$ cat src/rtl/ex_alu_stage_if.sv
// Request/response bundle between the ALU control decoder, the EX stage and the EX/MEM latch.
// Inputs to the stage are i_*, outputs o_*; the master side drives requests and observes results.
interface ex_alu_stage_if #(
  parameter int NB_DATA = 32,
  parameter int NB_REG  = 5,
  parameter int NB_OP   = 4
);
  logic               i_valid;
  logic               o_ready;
  logic [NB_OP-1:0]   i_alu_op;
  logic               i_shamt_sel;
  logic [4:0]         i_shamt;
  logic [NB_DATA-1:0] i_data_a;
  logic [NB_DATA-1:0] i_data_b;
  logic [NB_REG-1:0]  i_rd_addr;
  logic               i_stall;
  logic               i_flush;
  logic               o_valid;
  logic [NB_DATA-1:0] o_result;
  logic [NB_REG-1:0]  o_rd_addr;
  logic               o_zero;
  logic               o_overflow;
  logic               o_illegal;
  logic               o_busy;

  modport master (
    output i_valid, i_alu_op, i_shamt_sel, i_shamt, i_data_a, i_data_b, i_rd_addr, i_stall, i_flush,
    input  o_ready, o_valid, o_result, o_rd_addr, o_zero, o_overflow, o_illegal, o_busy
  );

  modport slave (
    input  i_valid, i_alu_op, i_shamt_sel, i_shamt, i_data_a, i_data_b, i_rd_addr, i_stall, i_flush,
    output o_ready, o_valid, o_result, o_rd_addr, o_zero, o_overflow, o_illegal, o_busy
  );
endinterface

$ cat src/rtl/ex_alu_stage.sv
// EX-stage ALU with EX/MEM output latch (valid/stall/flush control).
// Define SERIAL_SHIFT_EN to replace the barrel shifter with a one-bit-per-cycle serial shifter FSM.
module ex_alu_stage #(
  parameter int NB_DATA = 32,
  parameter int NB_REG  = 5,
  parameter int NB_OP   = 4
) (
  input  logic             i_clk,
  input  logic             i_reset_n,
  ex_alu_stage_if.slave    io_bus
);

  localparam logic [NB_OP-1:0] OP_ADD = 4'b0000;
  localparam logic [NB_OP-1:0] OP_SUB = 4'b0001;
  localparam logic [NB_OP-1:0] OP_AND = 4'b0010;
  localparam logic [NB_OP-1:0] OP_OR  = 4'b0011;
  localparam logic [NB_OP-1:0] OP_NOR = 4'b0100;
  localparam logic [NB_OP-1:0] OP_XOR = 4'b0101;
  localparam logic [NB_OP-1:0] OP_SLT = 4'b0111;
  localparam logic [NB_OP-1:0] OP_SLL = 4'b1000;
  localparam logic [NB_OP-1:0] OP_SRL = 4'b1001;
  localparam logic [NB_OP-1:0] OP_SRA = 4'b1011;

  localparam int MSB = NB_DATA - 1;

  logic               r_alive;
  logic               r_valid;
  logic [NB_DATA-1:0] r_result;
  logic [NB_REG-1:0]  r_rd_addr;
  logic               r_zero;
  logic               r_overflow;
  logic               r_illegal;

  logic [4:0]         w_amt;
  logic [NB_DATA-1:0] w_sum;
  logic [NB_DATA-1:0] w_diff;
  logic [NB_DATA-1:0] w_res;
  logic               w_ovf;
  logic               w_ill;
  logic               w_is_shift;
  logic               w_idle;
  logic               w_accept;
  logic               w_complete;
  logic [NB_DATA-1:0] w_out_res;
  logic [NB_REG-1:0]  w_out_rd;
  logic               w_out_ovf;
  logic               w_out_ill;

  assign w_amt    = io_bus.i_shamt_sel ? io_bus.i_shamt : io_bus.i_data_a[4:0];
  assign w_sum    = io_bus.i_data_a + io_bus.i_data_b;
  assign w_diff   = io_bus.i_data_a - io_bus.i_data_b;
  assign w_accept = io_bus.i_valid & io_bus.o_ready;

  assign io_bus.o_ready = r_alive & ~io_bus.i_stall & w_idle;

  // Single-cycle ALU function; in serial mode shifts here only cover amt==0 (result = b).
  always_comb begin
    w_res      = {NB_DATA{1'b0}};
    w_ovf      = 1'b0;
    w_ill      = 1'b0;
    w_is_shift = 1'b0;
    case (io_bus.i_alu_op)
      OP_ADD: begin
        w_res = w_sum;
        w_ovf = (io_bus.i_data_a[MSB] == io_bus.i_data_b[MSB]) && (w_sum[MSB] != io_bus.i_data_a[MSB]);
      end
      OP_SUB: begin
        w_res = w_diff;
        w_ovf = (io_bus.i_data_a[MSB] != io_bus.i_data_b[MSB]) && (w_diff[MSB] != io_bus.i_data_a[MSB]);
      end
      OP_AND: w_res = io_bus.i_data_a & io_bus.i_data_b;
      OP_OR:  w_res = io_bus.i_data_a | io_bus.i_data_b;
      OP_NOR: w_res = ~(io_bus.i_data_a | io_bus.i_data_b);
      OP_XOR: w_res = io_bus.i_data_a ^ io_bus.i_data_b;
      OP_SLT: w_res = {{(NB_DATA-1){1'b0}}, ($signed(io_bus.i_data_a) < $signed(io_bus.i_data_b))};
`ifdef SERIAL_SHIFT_EN
      OP_SLL, OP_SRL, OP_SRA: begin
        w_is_shift = 1'b1;
        w_res      = io_bus.i_data_b;
      end
`else
      OP_SLL: begin
        w_is_shift = 1'b1;
        w_res      = io_bus.i_data_b << w_amt;
      end
      OP_SRL: begin
        w_is_shift = 1'b1;
        w_res      = io_bus.i_data_b >> w_amt;
      end
      OP_SRA: begin
        w_is_shift = 1'b1;
        w_res      = $signed(io_bus.i_data_b) >>> w_amt;
      end
`endif
      default: w_ill = 1'b1;
    endcase
  end

`ifdef SERIAL_SHIFT_EN
  typedef enum logic {ST_IDLE = 1'b0, ST_SHIFT = 1'b1} state_t;

  state_t             r_state;
  state_t             w_state_next;
  logic [4:0]         r_cnt;
  logic [NB_DATA-1:0] r_sh_data;
  logic [NB_OP-1:0]   r_sh_op;
  logic [NB_REG-1:0]  r_sh_rd;
  logic               w_start;
  logic               w_done;

  function automatic logic [NB_DATA-1:0] f_shift1(input logic [NB_DATA-1:0] d, input logic [NB_OP-1:0] op);
    case (op)
      OP_SLL:  f_shift1 = {d[MSB-1:0], 1'b0};
      OP_SRL:  f_shift1 = {1'b0, d[MSB:1]};
      default: f_shift1 = {d[MSB], d[MSB:1]};
    endcase
  endfunction

  // FSM state register.
  always_ff @(posedge i_clk or negedge i_reset_n) begin
    if (!i_reset_n) begin
      r_state <= ST_IDLE;
    end else begin
      r_state <= w_state_next;
    end
  end

  // Next state: a flush always returns to IDLE, discarding any partial shift.
  always_comb begin
    w_state_next = r_state;
    w_start      = 1'b0;
    w_done       = 1'b0;
    case (r_state)
      ST_IDLE: begin
        if (w_accept && w_is_shift && (w_amt != 5'd0)) begin
          w_start      = 1'b1;
          w_state_next = ST_SHIFT;
        end else begin
          w_state_next = ST_IDLE;
        end
      end
      ST_SHIFT: begin
        if (io_bus.i_stall) begin
          w_state_next = ST_SHIFT;
        end else if (r_cnt == 5'd1) begin
          w_done       = 1'b1;
          w_state_next = ST_IDLE;
        end else begin
          w_state_next = ST_SHIFT;
        end
      end
      default: w_state_next = ST_IDLE;
    endcase
    if (io_bus.i_flush) begin
      w_state_next = ST_IDLE;
    end else begin
      w_state_next = w_state_next;
    end
  end

  // Serial shifter datapath; frozen while stalled.
  always_ff @(posedge i_clk or negedge i_reset_n) begin
    if (!i_reset_n) begin
      r_cnt     <= 5'd0;
      r_sh_data <= {NB_DATA{1'b0}};
      r_sh_op   <= {NB_OP{1'b0}};
      r_sh_rd   <= {NB_REG{1'b0}};
    end else if (w_start) begin
      r_cnt     <= w_amt;
      r_sh_data <= io_bus.i_data_b;
      r_sh_op   <= io_bus.i_alu_op;
      r_sh_rd   <= io_bus.i_rd_addr;
    end else if ((r_state == ST_SHIFT) && !io_bus.i_stall) begin
      r_cnt     <= r_cnt - 5'd1;
      r_sh_data <= f_shift1(r_sh_data, r_sh_op);
    end
  end

  assign w_idle        = (r_state == ST_IDLE);
  assign io_bus.o_busy = (r_state == ST_SHIFT);

  // Latch source: the last serial step, or a single-cycle op accepted this edge.
  always_comb begin
    w_complete = 1'b0;
    w_out_res  = w_res;
    w_out_rd   = io_bus.i_rd_addr;
    w_out_ovf  = w_ovf;
    w_out_ill  = w_ill;
    if (w_done) begin
      w_complete = 1'b1;
      w_out_res  = f_shift1(r_sh_data, r_sh_op);
      w_out_rd   = r_sh_rd;
      w_out_ovf  = 1'b0;
      w_out_ill  = 1'b0;
    end else begin
      w_complete = w_accept & ~w_start;
    end
  end
`else
  assign w_idle        = 1'b1;
  assign io_bus.o_busy = 1'b0;
  assign w_complete    = w_accept;
  assign w_out_res     = w_res;
  assign w_out_rd      = io_bus.i_rd_addr;
  assign w_out_ovf     = w_ovf;
  assign w_out_ill     = w_ill;
`endif

  // o_ready stays low until the first edge after reset release.
  always_ff @(posedge i_clk or negedge i_reset_n) begin
    if (!i_reset_n) begin
      r_alive <= 1'b0;
    end else begin
      r_alive <= 1'b1;
    end
  end

  // EX/MEM latch: flush > stall > completion > bubble.
  always_ff @(posedge i_clk or negedge i_reset_n) begin
    if (!i_reset_n) begin
      r_valid    <= 1'b0;
      r_result   <= {NB_DATA{1'b0}};
      r_rd_addr  <= {NB_REG{1'b0}};
      r_zero     <= 1'b0;
      r_overflow <= 1'b0;
      r_illegal  <= 1'b0;
    end else if (io_bus.i_flush) begin
      r_valid <= 1'b0;
    end else if (io_bus.i_stall) begin
      r_valid <= r_valid;
    end else if (w_complete) begin
      r_valid    <= 1'b1;
      r_result   <= w_out_res;
      r_rd_addr  <= w_out_rd;
      r_zero     <= (w_out_res == {NB_DATA{1'b0}});
      r_overflow <= w_out_ovf;
      r_illegal  <= w_out_ill;
    end else begin
      r_valid <= 1'b0;
    end
  end

  assign io_bus.o_valid    = r_valid;
  assign io_bus.o_result   = r_result;
  assign io_bus.o_rd_addr  = r_rd_addr;
  assign io_bus.o_zero     = r_zero;
  assign io_bus.o_overflow = r_overflow;
  assign io_bus.o_illegal  = r_illegal;

endmodule

$ cat src/flat_wrapper.sv
// flat-port wrapper written by rule: the top's interface ports become plain ports
module ex_alu_stage_flat 
#(
  parameter int NB_DATA = 32,
  parameter int NB_REG  = 5,
  parameter int NB_OP   = 4
)
  (i_clk, i_reset_n, io_bus_i_valid, io_bus_i_alu_op, io_bus_i_shamt_sel, io_bus_i_shamt, io_bus_i_data_a, io_bus_i_data_b, io_bus_i_rd_addr, io_bus_i_stall, io_bus_i_flush, io_bus_o_ready, io_bus_o_valid, io_bus_o_result, io_bus_o_rd_addr, io_bus_o_zero, io_bus_o_overflow, io_bus_o_illegal, io_bus_o_busy);
  ex_alu_stage_if #(.NB_DATA(NB_DATA), .NB_REG(NB_REG), .NB_OP(NB_OP)) io_bus_i ();
  input  logic i_clk;
  input  logic i_reset_n;
  input wire logic [$bits(io_bus_i.i_valid)-1:0] io_bus_i_valid;
  input wire logic [$bits(io_bus_i.i_alu_op)-1:0] io_bus_i_alu_op;
  input wire logic [$bits(io_bus_i.i_shamt_sel)-1:0] io_bus_i_shamt_sel;
  input wire logic [$bits(io_bus_i.i_shamt)-1:0] io_bus_i_shamt;
  input wire logic [$bits(io_bus_i.i_data_a)-1:0] io_bus_i_data_a;
  input wire logic [$bits(io_bus_i.i_data_b)-1:0] io_bus_i_data_b;
  input wire logic [$bits(io_bus_i.i_rd_addr)-1:0] io_bus_i_rd_addr;
  input wire logic [$bits(io_bus_i.i_stall)-1:0] io_bus_i_stall;
  input wire logic [$bits(io_bus_i.i_flush)-1:0] io_bus_i_flush;
  output wire logic [$bits(io_bus_i.o_ready)-1:0] io_bus_o_ready;
  output wire logic [$bits(io_bus_i.o_valid)-1:0] io_bus_o_valid;
  output wire logic [$bits(io_bus_i.o_result)-1:0] io_bus_o_result;
  output wire logic [$bits(io_bus_i.o_rd_addr)-1:0] io_bus_o_rd_addr;
  output wire logic [$bits(io_bus_i.o_zero)-1:0] io_bus_o_zero;
  output wire logic [$bits(io_bus_i.o_overflow)-1:0] io_bus_o_overflow;
  output wire logic [$bits(io_bus_i.o_illegal)-1:0] io_bus_o_illegal;
  output wire logic [$bits(io_bus_i.o_busy)-1:0] io_bus_o_busy;
  assign io_bus_i.i_valid = io_bus_i_valid;
  assign io_bus_i.i_alu_op = io_bus_i_alu_op;
  assign io_bus_i.i_shamt_sel = io_bus_i_shamt_sel;
  assign io_bus_i.i_shamt = io_bus_i_shamt;
  assign io_bus_i.i_data_a = io_bus_i_data_a;
  assign io_bus_i.i_data_b = io_bus_i_data_b;
  assign io_bus_i.i_rd_addr = io_bus_i_rd_addr;
  assign io_bus_i.i_stall = io_bus_i_stall;
  assign io_bus_i.i_flush = io_bus_i_flush;
  assign io_bus_o_ready = io_bus_i.o_ready;
  assign io_bus_o_valid = io_bus_i.o_valid;
  assign io_bus_o_result = io_bus_i.o_result;
  assign io_bus_o_rd_addr = io_bus_i.o_rd_addr;
  assign io_bus_o_zero = io_bus_i.o_zero;
  assign io_bus_o_overflow = io_bus_i.o_overflow;
  assign io_bus_o_illegal = io_bus_i.o_illegal;
  assign io_bus_o_busy = io_bus_i.o_busy;
  ex_alu_stage #(.NB_DATA(NB_DATA), .NB_REG(NB_REG), .NB_OP(NB_OP)) u_core (.i_clk(i_clk), .i_reset_n(i_reset_n), .io_bus(io_bus_i));
endmodule
$ cat config.mk
export PLATFORM = sky130hd
export DESIGN_NAME = ex_alu_stage_flat
export DESIGN_NICKNAME = d
export VERILOG_FILES = /design/src/rtl/ex_alu_stage_if.sv /design/src/rtl/ex_alu_stage.sv /design/src/flat_wrapper.sv
export SDC_FILE = /design/constraint.sdc
export NUM_CORES = 1
export LEC_CHECK = 0
export ABC_CLOCK_PERIOD_IN_PS = 2300
export CELL_PAD_IN_SITES_DETAIL_PLACEMENT = 1
export CELL_PAD_IN_SITES_GLOBAL_PLACEMENT = 1
export CORE_MARGIN = 5
export CORE_UTILIZATION = 43
export DETAILED_ROUTE_END_ITERATION = 6
export GPL_TIMING_DRIVEN = 0
export HOLD_SLACK_MARGIN = 0.05
export PLACE_DENSITY = 0.83
export SLEW_MARGIN = 20
export SYNTH_ARGS = -nofsm -noshare
export SYNTH_HDL_FRONTEND = slang
export SYNTH_SLANG_ARGS = --single-unit
$ cat constraint.sdc
create_clock -name i_clk -period 2.3 [get_ports i_clk]
set_input_delay 0.23 -clock i_clk [delete_from_list [all_inputs] [get_ports i_clk]]
set_output_delay 0.23 -clock i_clk [all_outputs]
set_load 0.02 [all_outputs]
==> flow_summary.ini, run 1 <==
[status]
outcome = aborted with a tool error
stop_stage = 5_1_grt
firstError = [ERROR GRT-0232] Routing congestion too high. Check the congestion heatmap in the GUI.

[placed_design]
placement.io_buffers = 122
dp_hpwl_mm = 58.9
place_area_sq_um = 13500
placed_cells = 2076
gp_congestion = 1.18

[synthesis]
synth_edf_count = 0
postSynthAreaPerCell_sq_um = 7.06
ys_ff_latch = 42
synthCells = 1615
synth_cell_types = 86
syn-num-nets = 1798
ys_seq_area_frac = 0.0922
async_reset_ff_frac = 1.00
synthFlopType = dfrtp_1
yosys_warnings = 0
synthesis.area_sq_um = 11400

[die]
core.rowCount = 59
dieHeight_um = 173
ios = 127
die_w_um = 173
start_util = 0.437

[sta]
worst_endpoint = u_core.io_bus.o_zero$_DFFE_PN0P_/D
endpoint_type = sequential cell input

[grt]
overflow = 32
gr-usage-all-layers = 0.727
grt_max_degree = 28

[cts]
clockRootBuffer = clkbuf_16
ctsHtreeMaxLevel = 2
ctsLongestPathBuffers = 2
clock-sinks = 42
numCtsBuffers = 5
## metal layers
metal	GRT usage	GRT overflow
met1	0.704	1
met2	0.874	16
met3	0.629	0
met4	0.726	15
met5	0.260	0
## logic make-up after synthesis
family          synth area share
simple gates               0.219
buf+inv                   0.0785
fa+ha+maj                  0.110
flops                     0.0922
mux                        0.134
other cells             0.000659
xor+xnor                 0.00999
compound gates             0.355
## what timing repair did
item | CTS
pin swaps | 115
setup endpoints to repair | 34
setup buffers | 127
hold buffers | 1
resized for setup | 856
endpoints found under the hold margin | 15
## synth_stat cells (14+ instances only)
cell type  count  share of area
ha_1          97           0.11
a22oi_1       23          0.015
dfrtp_1       42          0.092
a221oi_1      33          0.025
nor3_1        46          0.020
nor2_1       136          0.045
o211ai_1      31          0.020
a211oi_1      25          0.016
o21ai_0       91          0.040
a221o_1       18          0.016
mux4_2        29          0.057
o21bai_1      14         0.0092
o22ai_1       20          0.011
clkbuf_1      90          0.030
a21o_1        14         0.0092
nand2_1      204          0.067
mux2_2        14          0.014
o31ai_1       21          0.014
a31oi_1       32          0.018
nand4_1       17         0.0093
nor4_1        24          0.013
inv_1         96          0.032
nand3_1       37          0.016
buf_2         16         0.0070
a21oi_1      132          0.058
a22o_1        18          0.014
mux2i_1       69          0.061
o21a_1        17          0.011
## metrics by stage
stage	setup slack, ns	utilization	hold slack [ns]	TNS [ns]
after CTS	-1.24	0.661	0.415	-15.42
after global placement	-3.00	0.515	0.453	-69.53
after detailed placement	-2.97	0.518	0.169	-65.56
after floorplan	-0.933	-	-0.0656	-6.79
==> inputs of run 2 (changes only) <==
- CELL_PAD_IN_SITES_DETAIL_PLACEMENT: 1 -> not set
- CELL_PAD_IN_SITES_GLOBAL_PLACEMENT: 1 -> not set
- CORE_UTILIZATION: 43 -> 30
- HOLD_SLACK_MARGIN: 0.05 -> not set
- PLACE_DENSITY: 0.83 -> not set
- PLACE_DENSITY_LB_ADDON: not set -> 0.15
==> run 2 against run 1 <==
  * The flow now finishes, with violations (negative setup slack)
  * Synthesized cell count unchanged
  * Synthesized area unchanged
==> flow_summary.ini, run 2 <==
[synthesis]
synthCells = 1615
yosys.cell_count.top_type = nand2_1
async_reset_ff_frac = 1.00
synthMuxAreaShare = 0.134
synthFlopType = dfrtp_1
yosys_warnings = 0
yosys.area_share.simple = 0.219
synthAdderAreaFrac = 0.110
ys_seq_area_frac = 0.0922
synth_top_area_share = 0.106
synth_common_cells = nand2_1 (204), nor2_1 (136), a21oi_1 (132), ha_1 (97), inv_1 (96)
ys_ff_latch = 42
postSynthAreaPerCell_sq_um = 7.06
synthesis.area_sq_um = 11400
synth_compound_area_frac = 0.355
syn-num-nets = 1798
synth_edf_count = 0
synth_top_family_by_area = compound AO/OA/AOI/OAI gates
synth_cell_types = 86
synthXorXnorAreaFrac = 0.00999
yosys.area.top_type = ha_1
netlist_top_cells_area = ha_1 (11%), dfrtp_1 (9.2%), nand2_1 (6.7%)

[cells_and_area]
largest_reg_flops = 32
fill_cells = 3619
seqCellArea_sq_um = 1050
area_growth_pct = 67.1
drive_gt1_frac = 0.423
final_cell_mix = buf_4 (182), nand2_1 (181), nor2_1 (102), a21oi_1 (94), ha_1 (77)
fin_area_sq_um = 19000
nets = 2137
fin_cells = 2468
multi_input_area_sq_um = 12300
layout_commonest_cell = buf_4

[die]
dieArea_sq_um = 42000
ios = 127
start_util = 0.303
core.rowCount = 71
die_w_um = 205
core_sq_um = 37600
dieHeight_um = 205

[grt]
overflow = 0
gr-usage-all-layers = 0.373
grt_max_degree = 30
grt_pass1_vias = 15400
grt_pass1_wl_mm = 114
antenna_found_initial = 4

[sta]
setup_viol = 34
setup_slack_ns = -1.20
timing.final.hold_violations = 0
fmax_mhz = 286
fin_crit_sh = 1.52
skew_ns = 0.00867
relSlewSlack = 0.462
fin_crit_ns = 3.50
rsz0062_at_grt = yes
worst_pin_slew_ns = 0.808
fin_tns_setup_ns = -16.77
slew_viol_final = 0
holdWs_ns = 0.374

[route]
vias = 16200
dr.pass1.iters = 7
viasPerCell = 6.56
routedWlPerCell_um = 33.3
routed_wl_mm = 82.3
drc = 0
drtAntennaViolNets = 0
drt_iter0_drc = 2030

[status]
violations = negative setup slack
outcome = complete, but fails checks

[cts]
numCtsBuffers = 5
clockRootBuffer = clkbuf_16
ctsLongestPathBuffers = 2
clk_latency_ns = 0.29
cts_tree = yes
clock-sinks = 42
clkTransAtPathRegs_ns = 0.07
ctsHtreeMaxLevel = 2

[worst_setup_path]
endpoint_kind = flip-flop
arrival_ns = 3.69
r2r_slack_ns = -0.39
r2r-end = u_core.io_bus.o_zero$_DFFE_PN0P_
r2r-start = u_core.r_alive$_DFF_PN0_
crit_type = primary input to flip-flop
required_ns = 2.49
path_max_fanout = 5
r2r_cells = 9
setup.worst_path.start = io_bus_i_shamt_sel
startpoint_type = primary input
endpoint = u_core.io_bus.o_zero$_DFFE_PN0P_

[pwr]
p_clk_frac = 0.094
intPower_uw = 3790
seqPwrFrac = 0.126
swShare = 0.506
p_switching_uw = 3880
p_total_uw = 7670
irDropWorstVdd_v = 0.000268
comb_power_share = 0.780
power_density_nw_per_um2 = 403
p_leak_uw = 0.00751

[placed_design]
placement.io_buffers = 122
gp_congestion = 1.05
placed_cells = 2258
dp_hpwl_mm = 64.2
place_area_sq_um = 13800

[run]
cap_viol_max_count = 0

[worst_hold_path]
hp-class = primary input to asynchronous set/reset pin
[run 2: cell counts after synthesis]
Identical to the previous run, type by type.
[run 2: how the worst min path moves through the flow]
stage,startpoint,slack (ns),end
global placement,u_core.io_bus.o_result[28]$_DFFE_PN0P_,0.46,u_core.io_bus.o_result[28]$_DFFE_PN0P_
global route,i_reset_n,0.40,u_core.io_bus.o_rd_addr[1]$_DFFE_PN0P_
detailed placement,i_reset_n,0.16,u_core.io_bus.o_result[5]$_DFFE_PN0P_
CTS,i_reset_n,0.38,u_core.io_bus.o_rd_addr[1]$_DFFE_PN0P_
floorplan,i_reset_n,-0.07,u_core.io_bus.o_illegal$_DFFE_PN0P_
finish,i_reset_n,0.37,u_core.io_bus.o_rd_addr[1]$_DFFE_PN0P_
[run 2: stage by stage]
stage | utilization | worst slack, ns
3_5_place_dp | 0.367 | -3.32
5_1_grt | 0.507 | -1.25
3_3_place_gp | 0.363 | -3.27
6_report | 0.507 | -1.20
4_1_cts | 0.464 | -1.16
2_1_floorplan | - | -0.933
[run 2: cells by family after synthesis]
kind of cell / Yosys count
adders and majority gates: 99
DFF: 42
other: 2
muxes: 114
xor gates and xnor gates: 13
and+or+nand+nor: 537
AOI/OAI and AO/OA: 587
buffers and inverters: 221
[run 2: critical path: stages]
cell	delay, ns
buf_12	0.09
mux2i_2	0.21
buf_6	0.15
buf_6	0.16
buf_4	0.16
mux2i_2	0.38
a221o_2	0.38
o32ai_1	0.14
or4_4	0.63
nor4_4	0.30
nand4_1	0.17
nor4_2	0.28
nand4_1	0.17
o41ai_2	0.22
[run 2: area by class of cell]
type,instances,share of cell area
Antenna cell,2,0.000263
Buffer,110,0.0620
Clock buffer,5,0.00657
Clock inverter,3,0.00125
Inverter,97,0.0242
Multi-Input combinational cell,1352,0.644
Sequential cell,42,0.0552
Tap cell,511,0.0336
Timing Repair Buffer,346,0.172
[run 2: metal layers]
layer / wire (um) / part of all wire / global-route usage
met5: 80 / 0.00097 / 0
met4: 5380 / 0.065 / 0.171
met3: 8440 / 0.10 / 0.0820
met2: 35300 / 0.43 / 0.582
met1: 33100 / 0.40 / 0.492
[run 2: power groups by stage]
stage                     logic, uW  clock network, uW  registers, uW
after floorplan                2110                  0           1160
after global placement         4130                  0            978
after detailed placement       4130                  0            985
after CTS                      5270                747            971
after global routing           6150                770            992
final                          5980                721            969
[run 2: repair_timing]
action,4_1_cts,5_1_grt
hold buffers,1,0
gates resized for setup,791,258
buffers inserted,132,86
pin swaps,92,99
gates cloned,1,4
setup endpoints to repair,35,34
hold endpoints to repair,13,0
No activity file was read; power rests on OpenSTA's default activity.
==> inputs of run 3 (changes only) <==
- PLACE_DENSITY_LB_ADDON: 0.15 -> not set
- RECOVER_POWER: not set -> 25
==> run 3 against run 2 <==
  * Non-clock buffer count up 3
  * Die area unchanged
  * Critical path depth unchanged
  * Register-to-register slack better by 0.07 ns
  * Critical endpoint unchanged
  * Flip-flop and latch count unchanged
  * The run ends with design-rule violations, negative setup slack left
==> flow_summary.ini, run 3 (same netlist as run 2, synthesis figures left out) <==
[status]
outcome = complete, but fails checks
violations = design-rule violations, negative setup slack

[sta]
fin_crit_sh = 1.49
timing.final.hold_violations = 0
slew_viol_final = 0
setup_slack_ns = -1.13
rsz0062_at_grt = yes
fmax_mhz = 292
setup_viol = 34
fin_crit_ns = 3.43
worst_pin_slew_ns = 0.823
relSlewSlack = 0.445
fin_tns_setup_ns = -15.34
skew_ns = 0.00489

[worst_setup_path]
endpoint_kind = flip-flop
cp_slowest_cell = a2111oi_4
path_max_fanout = 4
r2r_cells = 9
cp.depth = 14
startpoint_type = primary input
required_ns = 2.48
r2r_slack_ns = -0.32
crit_type = primary input to flip-flop
cp.buffers_inverters = 3
cp_cell_sequence = buf_12 > mux2i_4 > buf_12 > buf_8 > mux2i_4 > nor2_4 > or3_4 > o211ai_1 > o2111ai_2 > a2111oi_4 > nand4_1 > nor4_2 > nand4_1 > o41ai_2
arrival_ns = 3.61
cpLargestDelayFamily = compound AO/OA/AOI/OAI gates
cpPeakStageDelay_ns = 0.52

[pwr]
seqPwrFrac = 0.124
irDropWorstVdd_v = 0.000315
intPower_uw = 3900
p_leak_uw = 0.00765
swShare = 0.501
p_total_uw = 7820
p_clk_frac = 0.090
power_density_nw_per_um2 = 402
comb_power_share = 0.786
p_switching_uw = 3910

[cts]
ctsHtreeMaxLevel = 2
clock-sinks = 42
numCtsBuffers = 5
ctsLongestPathBuffers = 2
clk_latency_ns = 0.28
cts_tree = yes
clockRootBuffer = clkbuf_16
clkTransAtPathRegs_ns = 0.06

[route]
drc = 3
wl_met2_mm = 35.2
dr.pass1.iters = 7
met1Wirelength_mm = 33.0
vias = 16400
routed.top_layer = met5
dr_wl_met3_mm = 7.96
viasPerCell = 6.64
drtAntennaViolNets = 0
routed_wl_mm = 81.8
drt_iter0_drc = 2061
routedWlPerCell_um = 33.1

[die]
dieArea_sq_um = 42000
core_sq_um = 37600
dieHeight_um = 205
die_w_um = 205
start_util = 0.303
ios = 127
core.rowCount = 71

[cells_and_area]
area_growth_pct = 70.8
drive_gt1_frac = 0.433
antennaDiodeCount = 0
largest_reg_flops = 32
final_cell_mix = nand2_1 (185), buf_4 (183), nor2_1 (107), a21oi_1 (95), ha_1 (72)
nets = 2140
layout_commonest_cell = nand2_1

[placed_design]
dp_hpwl_mm = 62.8
placement.io_buffers = 122
dp_slack_ns = -3.12
gp_congestion = 1.06

[grt]
gr-usage-all-layers = 0.368
grt_max_degree = 32
antenna_found_initial = 1
grt_pass1_vias = 15500
overflow = 0
grt_pass1_wl_mm = 113

[worst_hold_path]
hp-class = primary input to asynchronous set/reset pin

[run]
cap_viol_max_count = 0
-- run 3: changes by cell type in the layout (fill, tap and decap cells not counted), sizes merged --
cell and delta:
clkinvlp -4, dlymetal6s2s -1, clkdlybuf4s50 -2, clkdlybuf4s18 +1
clkinv +2, diode -2, buf +8, clkbuf -1
-- run 3: layer usage --
layer,up-vias,GRT usage
li1,6877,-
met1,8009,0.498
met2,1222,0.569
met3,287,0.0568
met4,2,0.184
met5,-,0
-- run 3: area by class of cell --
type	instances	area (sq um)
buffer	107	1220
tap	511	639
inverter	97	469
multi-input combinational	1352	12600
sequential	42	1050
clock inverter	1	5.00
timing repair buffer	352	3320
clock buffer	7	143
fill	3538	18100
-- run 3: worst paths after layout --
path,end,from
min,u_core.io_bus.o_result[20]$_DFFE_PN0P_,i_reset_n
min reg2reg,u_core.io_bus.o_result[0]$_DFFE_PN0P_,u_core.io_bus.o_result[0]$_DFFE_PN0P_
max in group asynchronous,u_core.io_bus.o_rd_addr[1]$_DFFE_PN0P_,i_reset_n
min in group i_clk,u_core.io_bus.o_result[0]$_DFFE_PN0P_,u_core.io_bus.o_result[0]$_DFFE_PN0P_
max reg2reg,u_core.io_bus.o_zero$_DFFE_PN0P_,u_core.r_alive$_DFF_PN0_
max,u_core.io_bus.o_zero$_DFFE_PN0P_,io_bus_i_shamt_sel
-- run 3: power groups by stage --
stage                     clock, uW  sequential [uW]  combinational (uW)
after floorplan                   0             1160                2110
after global placement            0              977                4110
after detailed placement          0              984                4110
after CTS                       714              970                5380
after global routing            742              987                6300
final                           704              969                6140
-- run 3: through the flow --
step	std cells	cell area, sq um	utilization	hold slack [ns]
6_report	2469	19500	0.518	0.461
5_1_grt	2469	19500	0.518	0.497
4_1_cts	2396	17800	0.474	0.365
3_5_place_dp	2254	13700	0.366	0.131
3_3_place_gp	2248	13700	0.363	0.459
2_1_floorplan	1615	11800	-	-0.0656
-- run 3: what timing repair did --
action | CTS | global route
endpoints found under the setup margin | 35 | 34
pin swaps | 109 | 137
cloned | 3 | 0
setup buffers | 143 | 81
endpoints found under the hold margin | 11 | 0
hold buffers | 1 | 0
gates resized for setup | 866 | 287
-- run 3: worst register-to-register path, stage by stage (launching register included) --
cell and delay (ns):
dfrtp_1 0.32, nor2b_1 0.19, and3b_1 0.39, o221ai_1 0.26, a31oi_1 0.20, nand3_1 0.15
a221o_1 0.38, nor4_2 0.26, nand4_1 0.13, o41ai_2 0.22
